===== src/rtl/sram_data_mem_ctrl_pkg.sv =====
// Shared constants and state encoding for the external-SRAM data-memory controller.
package sram_data_mem_ctrl_pkg;

  localparam int SRAM_ADDR_LEN = 18;
  localparam int SRAM_DATA_LEN = 16;
  localparam int DATA_MEM_BASE = 1024;

  typedef enum logic [1:0] {
    ST_IDLE = 2'd0,
    ST_LO   = 2'd1,
    ST_HI   = 2'd2,
    ST_DONE = 2'd3
  } state_e;

endpackage


===== src/rtl/sram_data_mem_ctrl_if.sv =====
// MEM-stage request/response bundle between the pipeline and the SRAM controller.
interface sram_data_mem_ctrl_if #(
  parameter int WORD_LEN = 32
);

  logic                MEM_R_EN;
  logic                MEM_W_EN;
  logic [WORD_LEN-1:0] ALU_res;
  logic [WORD_LEN-1:0] ST_value;
  logic [WORD_LEN-1:0] dataMem_out;
  logic                freeze;

  modport master (
    output MEM_R_EN, MEM_W_EN, ALU_res, ST_value,
    input  dataMem_out, freeze
  );

  modport slave (
    input  MEM_R_EN, MEM_W_EN, ALU_res, ST_value,
    output dataMem_out, freeze
  );

endinterface


===== src/rtl/sram_data_mem_ctrl_phase_timer.sv =====
// Per-phase wait counter: reloaded on phase entry, flags the last cycle of the phase.
module sram_phase_timer #(
  parameter int WAIT_CYCLES = 1
) (
  input  logic clk,
  input  logic rst_n,
  input  logic load,
  output logic last
);

  localparam int CW = (WAIT_CYCLES < 2) ? 1 : $clog2(WAIT_CYCLES + 1);

  logic [CW-1:0] cnt_q, cnt_d;

  always_comb begin
    cnt_d = cnt_q;
    if (load) begin
      cnt_d = CW'(WAIT_CYCLES);
    end else if (cnt_q != '0) begin
      cnt_d = cnt_q - CW'(1);
    end
  end

  always_ff @(posedge clk or negedge rst_n) begin
    if (!rst_n) begin
      cnt_q <= '0;
    end else begin
      cnt_q <= cnt_d;
    end
  end

  assign last = (cnt_q == '0);

endmodule


===== src/rtl/sram_data_mem_ctrl.sv =====
// 32-bit MEM-stage data memory on a 16-bit async SRAM: two halfword phases per access.
// Optional one-entry read buffer under `SRAM_CTRL_READ_BUFFER_EN.
module sram_data_mem_ctrl #(
  parameter int WORD_LEN      = 32,
  parameter int SRAM_ADDR_LEN = sram_data_mem_ctrl_pkg::SRAM_ADDR_LEN,
  parameter int SRAM_DATA_LEN = sram_data_mem_ctrl_pkg::SRAM_DATA_LEN,
  parameter int BASE_ADDR     = sram_data_mem_ctrl_pkg::DATA_MEM_BASE,
  parameter int WAIT_CYCLES   = 1
) (
  input  logic                     clk,
  input  logic                     rst,
  sram_data_mem_ctrl_if.slave      mem,
  output logic [SRAM_ADDR_LEN-1:0] sram_addr,
  output logic [SRAM_DATA_LEN-1:0] sram_dq_out,
  input  logic [SRAM_DATA_LEN-1:0] sram_dq_in,
  output logic                     sram_dq_oe,
  output logic                     sram_we_n,
  output logic                     sram_oe_n,
  output logic                     sram_ce_n,
  output logic                     sram_ub_n,
  output logic                     sram_lb_n
);

  import sram_data_mem_ctrl_pkg::*;

  localparam int WORD_IDX_LEN = SRAM_ADDR_LEN - 1;

  state_e                    state_q, state_d;
  logic                      op_wr_q, op_wr_d;
  logic [WORD_IDX_LEN-1:0]   word_q, word_d;
  logic [WORD_LEN-1:0]       st_q, st_d;
  logic [SRAM_DATA_LEN-1:0]  rd_lo_q, rd_lo_d;
  logic [WORD_LEN-1:0]       dout_q, dout_d;

  logic                      req;
  logic                      active;
  logic                      hi_phase;
  logic                      phase_last;
  logic                      timer_load;
  logic                      rd_complete;
  logic [WORD_IDX_LEN-1:0]   req_word;
  logic [WORD_LEN-1:0]       rd_word;
  logic                      buf_hit;
  logic [WORD_LEN-1:0]       buf_data;

  assign req         = mem.MEM_R_EN | mem.MEM_W_EN;
  assign req_word    = WORD_IDX_LEN'((mem.ALU_res - WORD_LEN'(BASE_ADDR)) >> 2);
  assign active      = (state_q == ST_LO) | (state_q == ST_HI);
  assign hi_phase    = (state_q == ST_HI);
  assign rd_word     = {sram_dq_in, rd_lo_q};
  assign rd_complete = hi_phase & phase_last & ~op_wr_q;

  sram_phase_timer #(.WAIT_CYCLES(WAIT_CYCLES)) u_timer (
    .clk   (clk),
    .rst_n (rst),
    .load  (timer_load),
    .last  (phase_last)
  );

`ifdef SRAM_CTRL_READ_BUFFER_EN
  logic                    buf_valid_q, buf_valid_d;
  logic [WORD_IDX_LEN-1:0] buf_word_q, buf_word_d;
  logic [WORD_LEN-1:0]     buf_data_q, buf_data_d;

  assign buf_hit  = mem.MEM_R_EN & ~mem.MEM_W_EN & buf_valid_q & (buf_word_q == req_word)
                    & (state_q == ST_IDLE);
  assign buf_data = buf_data_q;

  always_comb begin
    buf_valid_d = buf_valid_q;
    buf_word_d  = buf_word_q;
    buf_data_d  = buf_data_q;
    if ((state_q == ST_IDLE) && mem.MEM_W_EN) begin
      buf_valid_d = 1'b0;
    end else if (rd_complete) begin
      buf_valid_d = 1'b1;
      buf_word_d  = word_q;
      buf_data_d  = rd_word;
    end
  end

  always_ff @(posedge clk or negedge rst) begin
    if (!rst) begin
      buf_valid_q <= 1'b0;
      buf_word_q  <= '0;
      buf_data_q  <= '0;
    end else begin
      buf_valid_q <= buf_valid_d;
      buf_word_q  <= buf_word_d;
      buf_data_q  <= buf_data_d;
    end
  end
`else
  assign buf_hit  = 1'b0;
  assign buf_data = '0;
`endif

  always_comb begin
    state_d    = state_q;
    op_wr_d    = op_wr_q;
    word_d     = word_q;
    st_d       = st_q;
    rd_lo_d    = rd_lo_q;
    dout_d     = dout_q;
    timer_load = 1'b0;
    unique case (state_q)
      ST_IDLE: begin
        if (req) begin
          op_wr_d = mem.MEM_W_EN;
          word_d  = req_word;
          st_d    = mem.ST_value;
          if (buf_hit) begin
            state_d = ST_DONE;
            dout_d  = buf_data;
          end else begin
            state_d    = ST_LO;
            timer_load = 1'b1;
          end
        end
      end
      ST_LO: begin
        if (phase_last) begin
          if (!op_wr_q) rd_lo_d = sram_dq_in;
          state_d    = ST_HI;
          timer_load = 1'b1;
        end
      end
      ST_HI: begin
        if (phase_last) begin
          if (!op_wr_q) dout_d = rd_word;
          state_d = ST_DONE;
        end
      end
      ST_DONE: state_d = ST_IDLE;
      default: state_d = ST_IDLE;
    endcase
  end

  always_ff @(posedge clk or negedge rst) begin
    if (!rst) begin
      state_q <= ST_IDLE;
      op_wr_q <= 1'b0;
      word_q  <= '0;
      st_q    <= '0;
      rd_lo_q <= '0;
      dout_q  <= '0;
    end else begin
      state_q <= state_d;
      op_wr_q <= op_wr_d;
      word_q  <= word_d;
      st_q    <= st_d;
      rd_lo_q <= rd_lo_d;
      dout_q  <= dout_d;
    end
  end

  // Strobes decode straight from the registered state, so an async reset idles the pads at once.
  always_comb begin
    sram_addr   = '0;
    sram_dq_out = '0;
    sram_dq_oe  = 1'b0;
    sram_we_n   = 1'b1;
    sram_oe_n   = 1'b1;
    sram_ce_n   = 1'b1;
    sram_ub_n   = 1'b1;
    sram_lb_n   = 1'b1;
    if (active) begin
      sram_addr = {word_q, hi_phase};
      sram_ce_n = 1'b0;
      sram_ub_n = 1'b0;
      sram_lb_n = 1'b0;
      if (op_wr_q) begin
        sram_dq_oe  = 1'b1;
        sram_dq_out = hi_phase ? st_q[WORD_LEN-1:SRAM_DATA_LEN] : st_q[SRAM_DATA_LEN-1:0];
        sram_we_n   = phase_last;
      end else begin
        sram_oe_n = 1'b0;
      end
    end
  end

  assign mem.freeze      = rst & (((state_q == ST_IDLE) & req) | active);
  assign mem.dataMem_out = dout_q;

endmodule


===== src/flat_wrapper.sv =====
// flat-port wrapper written by rule: the top's interface ports become plain ports
module sram_data_mem_ctrl_flat import sram_data_mem_ctrl_pkg::*;
#(
  parameter int WORD_LEN      = 32,
  parameter int SRAM_ADDR_LEN = sram_data_mem_ctrl_pkg::SRAM_ADDR_LEN,
  parameter int SRAM_DATA_LEN = sram_data_mem_ctrl_pkg::SRAM_DATA_LEN,
  parameter int BASE_ADDR     = sram_data_mem_ctrl_pkg::DATA_MEM_BASE,
  parameter int WAIT_CYCLES   = 1
)
  (clk, rst, sram_addr, sram_dq_out, sram_dq_in, sram_dq_oe, sram_we_n, sram_oe_n, sram_ce_n, sram_ub_n, sram_lb_n, mem_MEM_R_EN, mem_MEM_W_EN, mem_ALU_res, mem_ST_value, mem_dataMem_out, mem_freeze);
  sram_data_mem_ctrl_if #(.WORD_LEN(WORD_LEN)) mem_i ();
  input  logic clk;
  input  logic rst;
  output logic [SRAM_ADDR_LEN-1:0] sram_addr;
  output logic [SRAM_DATA_LEN-1:0] sram_dq_out;
  input  logic [SRAM_DATA_LEN-1:0] sram_dq_in;
  output logic sram_dq_oe;
  output logic sram_we_n;
  output logic sram_oe_n;
  output logic sram_ce_n;
  output logic sram_ub_n;
  output logic sram_lb_n;
  input wire logic [$bits(mem_i.MEM_R_EN)-1:0] mem_MEM_R_EN;
  input wire logic [$bits(mem_i.MEM_W_EN)-1:0] mem_MEM_W_EN;
  input wire logic [$bits(mem_i.ALU_res)-1:0] mem_ALU_res;
  input wire logic [$bits(mem_i.ST_value)-1:0] mem_ST_value;
  output wire logic [$bits(mem_i.dataMem_out)-1:0] mem_dataMem_out;
  output wire logic [$bits(mem_i.freeze)-1:0] mem_freeze;
  assign mem_i.MEM_R_EN = mem_MEM_R_EN;
  assign mem_i.MEM_W_EN = mem_MEM_W_EN;
  assign mem_i.ALU_res = mem_ALU_res;
  assign mem_i.ST_value = mem_ST_value;
  assign mem_dataMem_out = mem_i.dataMem_out;
  assign mem_freeze = mem_i.freeze;
  sram_data_mem_ctrl #(.WORD_LEN(WORD_LEN), .SRAM_ADDR_LEN(SRAM_ADDR_LEN), .SRAM_DATA_LEN(SRAM_DATA_LEN), .BASE_ADDR(BASE_ADDR), .WAIT_CYCLES(WAIT_CYCLES)) u_core (.clk(clk), .rst(rst), .mem(mem_i), .sram_addr(sram_addr), .sram_dq_out(sram_dq_out), .sram_dq_in(sram_dq_in), .sram_dq_oe(sram_dq_oe), .sram_we_n(sram_we_n), .sram_oe_n(sram_oe_n), .sram_ce_n(sram_ce_n), .sram_ub_n(sram_ub_n), .sram_lb_n(sram_lb_n));
endmodule

===== config.mk =====
export PLATFORM = sky130hd
export DESIGN_NAME = sram_data_mem_ctrl_flat
export DESIGN_NICKNAME = d
export VERILOG_FILES = /design/src/rtl/sram_data_mem_ctrl_pkg.sv /design/src/rtl/sram_data_mem_ctrl_if.sv /design/src/rtl/sram_data_mem_ctrl_phase_timer.sv /design/src/rtl/sram_data_mem_ctrl.sv /design/src/flat_wrapper.sv
export SDC_FILE = /design/constraint.sdc
export NUM_CORES = 1
export LEC_CHECK = 0
export ABC_CLOCK_PERIOD_IN_PS = 2400
export CAP_MARGIN = 10
export CORE_MARGIN = 4
export CORE_UTILIZATION = 45
export CTS_CLUSTER_SIZE = 40
export DETAILED_ROUTE_END_ITERATION = 7
export HOLD_SLACK_MARGIN = 0.02
export PLACE_DENSITY = 0.81
export SETUP_SLACK_MARGIN = 0.05
export SLEW_MARGIN = 0
export SYNTH_ARGS = -nofsm -noshare
export SYNTH_HDL_FRONTEND = slang
export SYNTH_HIERARCHICAL = 1
export SYNTH_SLANG_ARGS = --single-unit

===== constraint.sdc =====
create_clock -name clk -period 2.4 [get_ports clk]
set_clock_uncertainty 0.05 [all_clocks]
set_input_delay 0.48 -clock clk [delete_from_list [all_inputs] [get_ports clk]]
set_output_delay 0.48 -clock clk [all_outputs]
set_load 0.02 [all_outputs]

==> results of run 1 <==
layer usage:
metal	share of wire	up-vias	global-route usage
met5	0	-	0
met4	0.011	0	0.0435
met3	0.061	9	0.0486
met2	0.52	96	0.336
met1	0.41	1621	0.227
li1	-	1616	-
report_power, final:
| part | internal [uW] | total, uW | leakage (uW) | switching [uW] |
|---|---|---|---|---|
| combinational | 2330 | 4910 | 0.00155 | 2580 |
| clock | 510 | 1130 | 0.000106 | 622 |
| sequential | 2560 | 2990 | 0.00121 | 430 |
| total | 5410 | 9030 | 0.00287 | 3630 |
sequential cells by signal, summed over array words and instances, names as in the netlist:
| name | cells |
|---|---|
| u_core/mem.dataMem_out | 32 |
| u_core/st_q | 32 |
| u_core/word_q | 17 |
| u_core/rd_lo_q | 16 |
| u_core/state_q | 2 |
| u_core/op_wr_q | 1 |
| u_core/u_timer/cnt_q | 1 |
layout make-up:
type | instances | share of cell area
timing repair buffer | 163 | 0.251
clock buffer | 9 | 0.0200
sequential | 101 | 0.407
tap | 129 | 0.0260
inverter | 7 | 0.00423
multi-input combinational | 274 | 0.278
clock inverter | 7 | 0.0143
how the worst max path moves through the flow:
stage	from	endpoint	slack, ns	depth (start not counted)
floorplan	u_core/state_q[0]	sram_dq_out[10]	0.20	6
global placement	mem_MEM_W_EN	mem_freeze	-0.17	4
detailed placement	mem_MEM_W_EN	mem_freeze	-0.18	4
CTS	u_core/state_q[1]	sram_dq_out[13]	0.04	6
global route	u_core/state_q[0]	sram_dq_out[14]	0.02	6
finish	u_core/state_q[1]	sram_dq_out[10]	0.12	7
kinds of logic (layout without fill, tap and decap cells):
kind of cell	Yosys count	count (layout)
flip-flops	101	101
AND/OR/NAND/NOR	184	184
multiplexers	65	65
XOR/XNOR	2	2
buffers and inverters	28	186
AO/OA/AOI/OAI	19	19
adder cells (fa/ha/maj)	4	4
through the flow:
stage / setup TNS [ns] / setup WS [ns] / hold WS (ns) / power, uW
floorplan: 0 / 0.200 / 0.134 / 5780
global placement: -0.172 / -0.172 / 0.403 / 7830
detailed placement: -0.179 / -0.179 / 0.405 / 8000
CTS: 0 / 0.0354 / 0.134 / 8960
global route: 0 / 0.0228 / 0.152 / 9630
finish: 0 / 0.120 / 0.128 / 9030
timing repair:
item,CTS,global route
gates cloned,0,2
pin swaps,0,0
setup buffers,1,2
resized for setup,114,12
setup endpoints to repair,41,36
synth_stat cells:
cell / n
a31oi_1: 5
nand2_1: 132
or2_2: 1
dfrtp_1: 101
buf_2: 6
mux2_1: 5
o32a_1: 1
clkbuf_1: 12
or4_1: 2
xnor2_1: 2
nor3b_1: 1
o21ai_0: 6
or3b_1: 1
a2bb2oi_1: 1
or4_4: 1
or3_1: 2
nor2_1: 23
mux2_2: 43
a21boi_0: 1
nor2b_1: 2
inv_1: 7
nand2b_1: 1
buf_4: 2
or3_4: 1
mux2i_1: 17
ha_1: 4
and2_1: 17
o21ai_1: 1
o21a_1: 1
o31ai_1: 3
buf_1: 1
critical path, stage by stage (launching register included):
cell	delay [ns]
dfrtp_1	0.39
buf_4	0.14
ha_4	0.18
buf_12	0.15
buf_4	0.13
mux2i_1	0.10
nor2_1	0.13
buf_2	0.19
==> results.sh, run 1 <==
export IMPL_stdcell_count=690
export IMPL_cts_tree="done"
export IMPL_worstRegToRegCells=6
export IMPL_ant_nets=0
export IMPL_clkLatencyLatePin_ns=0.35
export IMPL_core_um2=9280
export IMPL_worst_ir_drop_vdd_mv=0.752
export IMPL_initial_core_util=0.466
export IMPL_status="finished clean"
export IMPL_ctsHoldBuffers=0
export IMPL_track_usage=0.188
export IMPL_fp_row_count=35
export IMPL_synth_fp_nets=491
export IMPL_drive_gt1_frac=0.210
export IMPL_clk_path_buf_depth=2
export IMPL_ys_warn_count=6
export IMPL_synth_area_top_cells="dfrtp_1 58%, nand2_1 11%, mux2_2 11%"
export IMPL_clkTransAtPathRegs_ns=0.10
export IMPL_final_cell_mix="131 x nand2_1, 101 x dfrtp_1, 99 x clkdlybuf4s50_1, 43 x mux2_2, 23 x nor2_1"
export IMPL_grt_max_degree=68
export IMPL_fin_crit_sh=0.950
export IMPL_worst_r2r_setup_slack_ns=0.58
export IMPL_power_leakage_uw=0.00287
export IMPL_wl_per_cell_um=15.2
export IMPL_io_pins=157
export IMPL_path_class="register to output port"
export IMPL_muxShareOfSynthArea=0.164
export IMPL_max_cap_viol_count=0
export IMPL_dieWidth_um=106
export IMPL_final_net_count=644
export IMPL_setup_viol=0
export IMPL_syn2layout_area_growth_pct=43.5
export IMPL_synth_top_area_frac=0.584
export IMPL_avgSynthCellArea_um2=10.7
export IMPL_antennaDiodeCount=0
export IMPL_overflow=0
export IMPL_synth_top_family_by_area="simple AND/OR/NAND/NOR gates"
export IMPL_hold_viol=0
export IMPL_drcViolationCount=0
export IMPL_grt_pass1_wl_um=16900
export IMPL_dpl_hpwl_um=7600
export IMPL_vias_per_cell=4.84
export IMPL_design_area_um2=6210
export IMPL_r2r_start="u_core/state_q[1]"
export IMPL_final_common_cell="nand2_1"
export IMPL_period_needed_ns=2.28
export IMPL_synthXorXnorAreaFrac=0.00405
export IMPL_io_buffers=141
export IMPL_yosysTopAreaCell="dfrtp_1"
export IMPL_utilization=0.669
export IMPL_synth_yosys_seq_area_share=0.584
export IMPL_syn_inst=403
export IMPL_critPathMaxFanout=7
export IMPL_synth_simple_area_share=0.180
export IMPL_synthAdderAreaFrac=0.0116
export IMPL_cp_end_kind="output port"
export IMPL_ys_ff_latch=101
export IMPL_final_max_slew_viol_count=0
export IMPL_vias=3342
export IMPL_syn_area_um2=4330
export IMPL_grt_pass1_vias=3471
export IMPL_place_area_um2=5960
export IMPL_cp_required_ns=1.87
export IMPL_drtIter0Drc=139
export IMPL_nFillCells=721
export IMPL_antenna_found_initial=0
export IMPL_synth_cell_types=31
export IMPL_synth_compound_area_share=0.0283
export IMPL_first_pass_iters=5
export IMPL_r2r_end="u_core/mem.dataMem_out[28]"
export IMPL_final_seq_area_um2=2530
export IMPL_max_slew_margin=0.451
export IMPL_critPathArrivalTime_ns=1.75
export IMPL_dieArea_um2=11300
export IMPL_numCtsBuffers=9
export IMPL_die_h_um=106
export IMPL_p_per_area_nw_per_um2=1460
export IMPL_worstMarginPinSlew_ns=0.824
export IMPL_place_congestion=0.780
export IMPL_cts_max_level=3
export IMPL_max_freq_mhz=439
export IMPL_rsz0062_at_grt="no"
export IMPL_hold_path_class="primary input to asynchronous set/reset pin"
export IMPL_clockRootBuffer="clkbuf_8"
export IMPL_wl_um=10500
export IMPL_place_inst=669
export IMPL_cts_sinks=101
export IMPL_multiInputGateArea_um2=1720
export IMPL_startpoint_type="register"
Power figures use the tool's default switching activity.
==> run 2: changes to the inputs <==
Settings changed: SYNTH_HIERARCHICAL 1 to unset.
==> run 2 against run 1 <==
Against the previous run:
- sequential share of layout area rose by 0.099 points
- routed wire length fell by 4.2%
- setup slack improved by 0.015 ns
- non-clock buffer count fell by 3
- fmax rose by 0.66%
- largest power group unchanged
- combinational power fell by 1%
- synthesized area rose by 0.32%
- count of clock-buffer cells in the layout did not move
- sequential power barely moved
- critical endpoint is now sram_we_n
- cell count fell by 0.58%
- critical path type unchanged
- global-route usage fell by 0.57 points
==> results.sh, run 2 <==
export IMPL_status="finished clean"
export IMPL_syn_area_um2=4340
export IMPL_grt_pass1_wl_um=16500
export IMPL_cpMostUsedCell="nand2_1"
export IMPL_ys_warn_count=0
export IMPL_stdcell_count=686
export IMPL_numCtsBuffers=9
export IMPL_dieArea_um2=11300
export IMPL_nFillCells=732
export IMPL_startpoint_type="register"
export IMPL_worst_ir_drop_vdd_mv=0.814
export IMPL_swShare=0.399
export IMPL_initial_core_util=0.465
export IMPL_synth_async_reset_ratio=1.00
export IMPL_ys_flop_type="dfrtp_1"
export IMPL_synth_edf_count=0
export IMPL_antennaDiodeCount=0
export IMPL_worst_hold_slack_ns=0.220
export IMPL_die_h_um=106
export IMPL_cp_num_cells=7
export IMPL_io_buffers=141
export IMPL_worstRegToRegCells=6
export IMPL_final_net_count=641
export IMPL_dpl_hpwl_um=7050
export IMPL_finalPower_uw=8940
export IMPL_r2r_end="u_core.mem.dataMem_out[21]"
export IMPL_avgSynthCellArea_um2=10.8
export IMPL_synth_area_top_cells="dfrtp_1 58%, mux2_2 12%, nand2_1 11%"
export IMPL_final_common_cell="nand2_1"
export IMPL_cpMaxStageDelayCell="dfrtp_1"
export IMPL_critPathMaxFanout=6
export IMPL_place_congestion=0.844
export IMPL_worst_path_buf_inv=4
export IMPL_cp_end_kind="output port"
export IMPL_first_pass_iters=4
export IMPL_clockRootBuffer="clkbuf_8"
export IMPL_pwr_share_clk=0.122
export IMPL_cp_top_family="buffers and inverters"
export IMPL_max_cap_viol_count=0
export IMPL_io_pins=157
export IMPL_utilization=0.664
export IMPL_max_freq_mhz=441
export IMPL_dieWidth_um=106
export IMPL_design_area_um2=6190
export IMPL_power_leakage_uw=0.00286
export IMPL_synth_fp_nets=491
export IMPL_clkTransAtPathRegs_ns=0.11
export IMPL_max_slew_margin=0.525
export IMPL_final_cell_mix="130 x nand2_1, 101 x dfrtp_1, 99 x clkdlybuf4s50_1, 45 x mux2_2, 22 x nor2_1"
export IMPL_hold_viol=0
export IMPL_p_sw_uw=3570
export IMPL_synth_top_area_frac=0.582
export IMPL_clk_path_buf_depth=2
export IMPL_fin_crit_sh=0.944
export IMPL_core_um2=9330
export IMPL_p_comb_frac=0.542
export IMPL_wl_per_cell_um=14.7
export IMPL_grt_max_degree=58
export IMPL_antenna_found_initial=0
export IMPL_synth_common_cells="130 x nand2_1, 101 x dfrtp_1, 45 x mux2_2"
export IMPL_rsz0062_at_grt="yes"
export IMPL_critPathMaxStageDelay_ns=0.38
export IMPL_drcViolationCount=0
export IMPL_wl_um=10100
export IMPL_clkLatencyLatePin_ns=0.36
export IMPL_synth_yosys_seq_area_share=0.582
export IMPL_synth_most_common_cell="nand2_1"
export IMPL_grt_pass1_vias=3370
export IMPL_cts_max_level=3
export IMPL_seqPwrFrac=0.335
export IMPL_cp_required_ns=1.87
export IMPL_hold_path_class="primary input to asynchronous set/reset pin"
export IMPL_p_int_uw=5370
export IMPL_yosysTopAreaCell="dfrtp_1"
export IMPL_cp_cell_sequence="inv_2 -> ha_4 -> nand2_1 -> buf_4 -> inv_1 -> nand2_1 -> clkdlybuf4s15_2"
export IMPL_place_inst=665
export IMPL_drtIter0Drc=116
export IMPL_r2r_start="u_core.state_q[0]"
export IMPL_drive_gt1_frac=0.221
export IMPL_final_max_slew_viol_count=0
export IMPL_vias=3311
export IMPL_fp_row_count=35
export IMPL_ys_ff_latch=101
export IMPL_track_usage=0.182
export IMPL_p_per_area_nw_per_um2=1440
export IMPL_cts_tree="done"
export IMPL_critPathArrivalTime_ns=1.74
export IMPL_synth_cell_types=28
export IMPL_worst_r2r_setup_slack_ns=0.56
export IMPL_setup_viol=0
export IMPL_ctsHoldBuffers=0
export IMPL_period_needed_ns=2.27
export IMPL_ant_nets=0
export IMPL_worstMarginPinSlew_ns=0.713
export IMPL_vias_per_cell=4.83
export IMPL_overflow=0
export IMPL_path_class="register to output port"
export IMPL_syn_inst=402
export IMPL_place_area_um2=5980
export IMPL_syn2layout_area_growth_pct=42.7
export IMPL_cts_sinks=101
run 2: cell types whose count changed after synthesis, moves of 2 or more:
cell | before | now
nor2b_1 | 2 | 0
mux2_2 | 43 | 45
nand2_1 | 132 | 130
mux2_1 | 5 | 3
run 2: power by group through the flow:
stage	Sequential, uW	Clock, uW	Combinational, uW
6_report	3000	1090	4850
5_1_grt	3110	1200	5270
4_1_cts	3000	1130	4890
3_5_place_dp	3030	0	4930
3_3_place_gp	2970	0	4830
2_1_floorplan	3260	0	2510
run 2: layout make-up:
type,instances,area [um^2],area share
sequential,101,2530,0.408
multi-input combinational,273,1730,0.280
timing repair buffer,160,1540,0.249
tap,129,161,0.0261
clock buffer,9,124,0.0200
clock inverter,7,80.1,0.0129
inverter,7,26.3,0.00424
run 2: worst max-delay path by stage:
stage	to	start	slack, ns
floorplan	sram_dq_out[10]	u_core.state_q[0]	0.24
global placement	mem_freeze	mem_MEM_W_EN	-0.05
detailed placement	mem_freeze	mem_MEM_W_EN	-0.05
CTS	sram_we_n	u_core.state_q[1]	0.05
global route	sram_we_n	u_core.state_q[1]	-0.01
finish	sram_we_n	u_core.state_q[1]	0.13
run 2: cells by family after synthesis:
group | count (synthesis) | share of synthesized area
AOI/OAI and AO/OA | 19 | 0.0268
buffers and inverters | 28 | 0.0282
xor gates and xnor gates | 2 | 0.00404
and+or+nand+nor | 181 | 0.178
muxes | 66 | 0.166
DFF | 101 | 0.582
adders and majority gates | 5 | 0.0144
run 2: through the flow:
stage / setup TNS [ns] / worst slack (ns)
after global placement: -0.0482 / -0.0482
after global routing: -0.00998 / -0.00998
after detailed placement: -0.0523 / -0.0523
after CTS: 0 / 0.0455
after floorplan: 0 / 0.244
final: 0 / 0.135
run 2: layer usage:
metal / wire, um / share of wire / GRT usage
met4: 144 / 0.014 / 0.0527
met1: 4460 / 0.44 / 0.240
met2: 4560 / 0.45 / 0.285
met5: 0 / 0 / 0
met3: 891 / 0.089 / 0.0631
run 2: timing repair:
action / CTS / global route
pin swaps: 0 / 1
gates resized for setup: 114 / 21
buffers inserted: 2 / 1
endpoints found under the setup margin: 41 / 34
gates cloned: 1 / 1
run 2: worst register-to-register path, delay by kind of cell (launching register included):
family                     cells  cell delay, ns
adders and majority gates      1            0.19
buffers and inverters          3            0.50
and+or+nand+nor                1            0.22
DFF                            1            0.40
muxes                          1            0.37
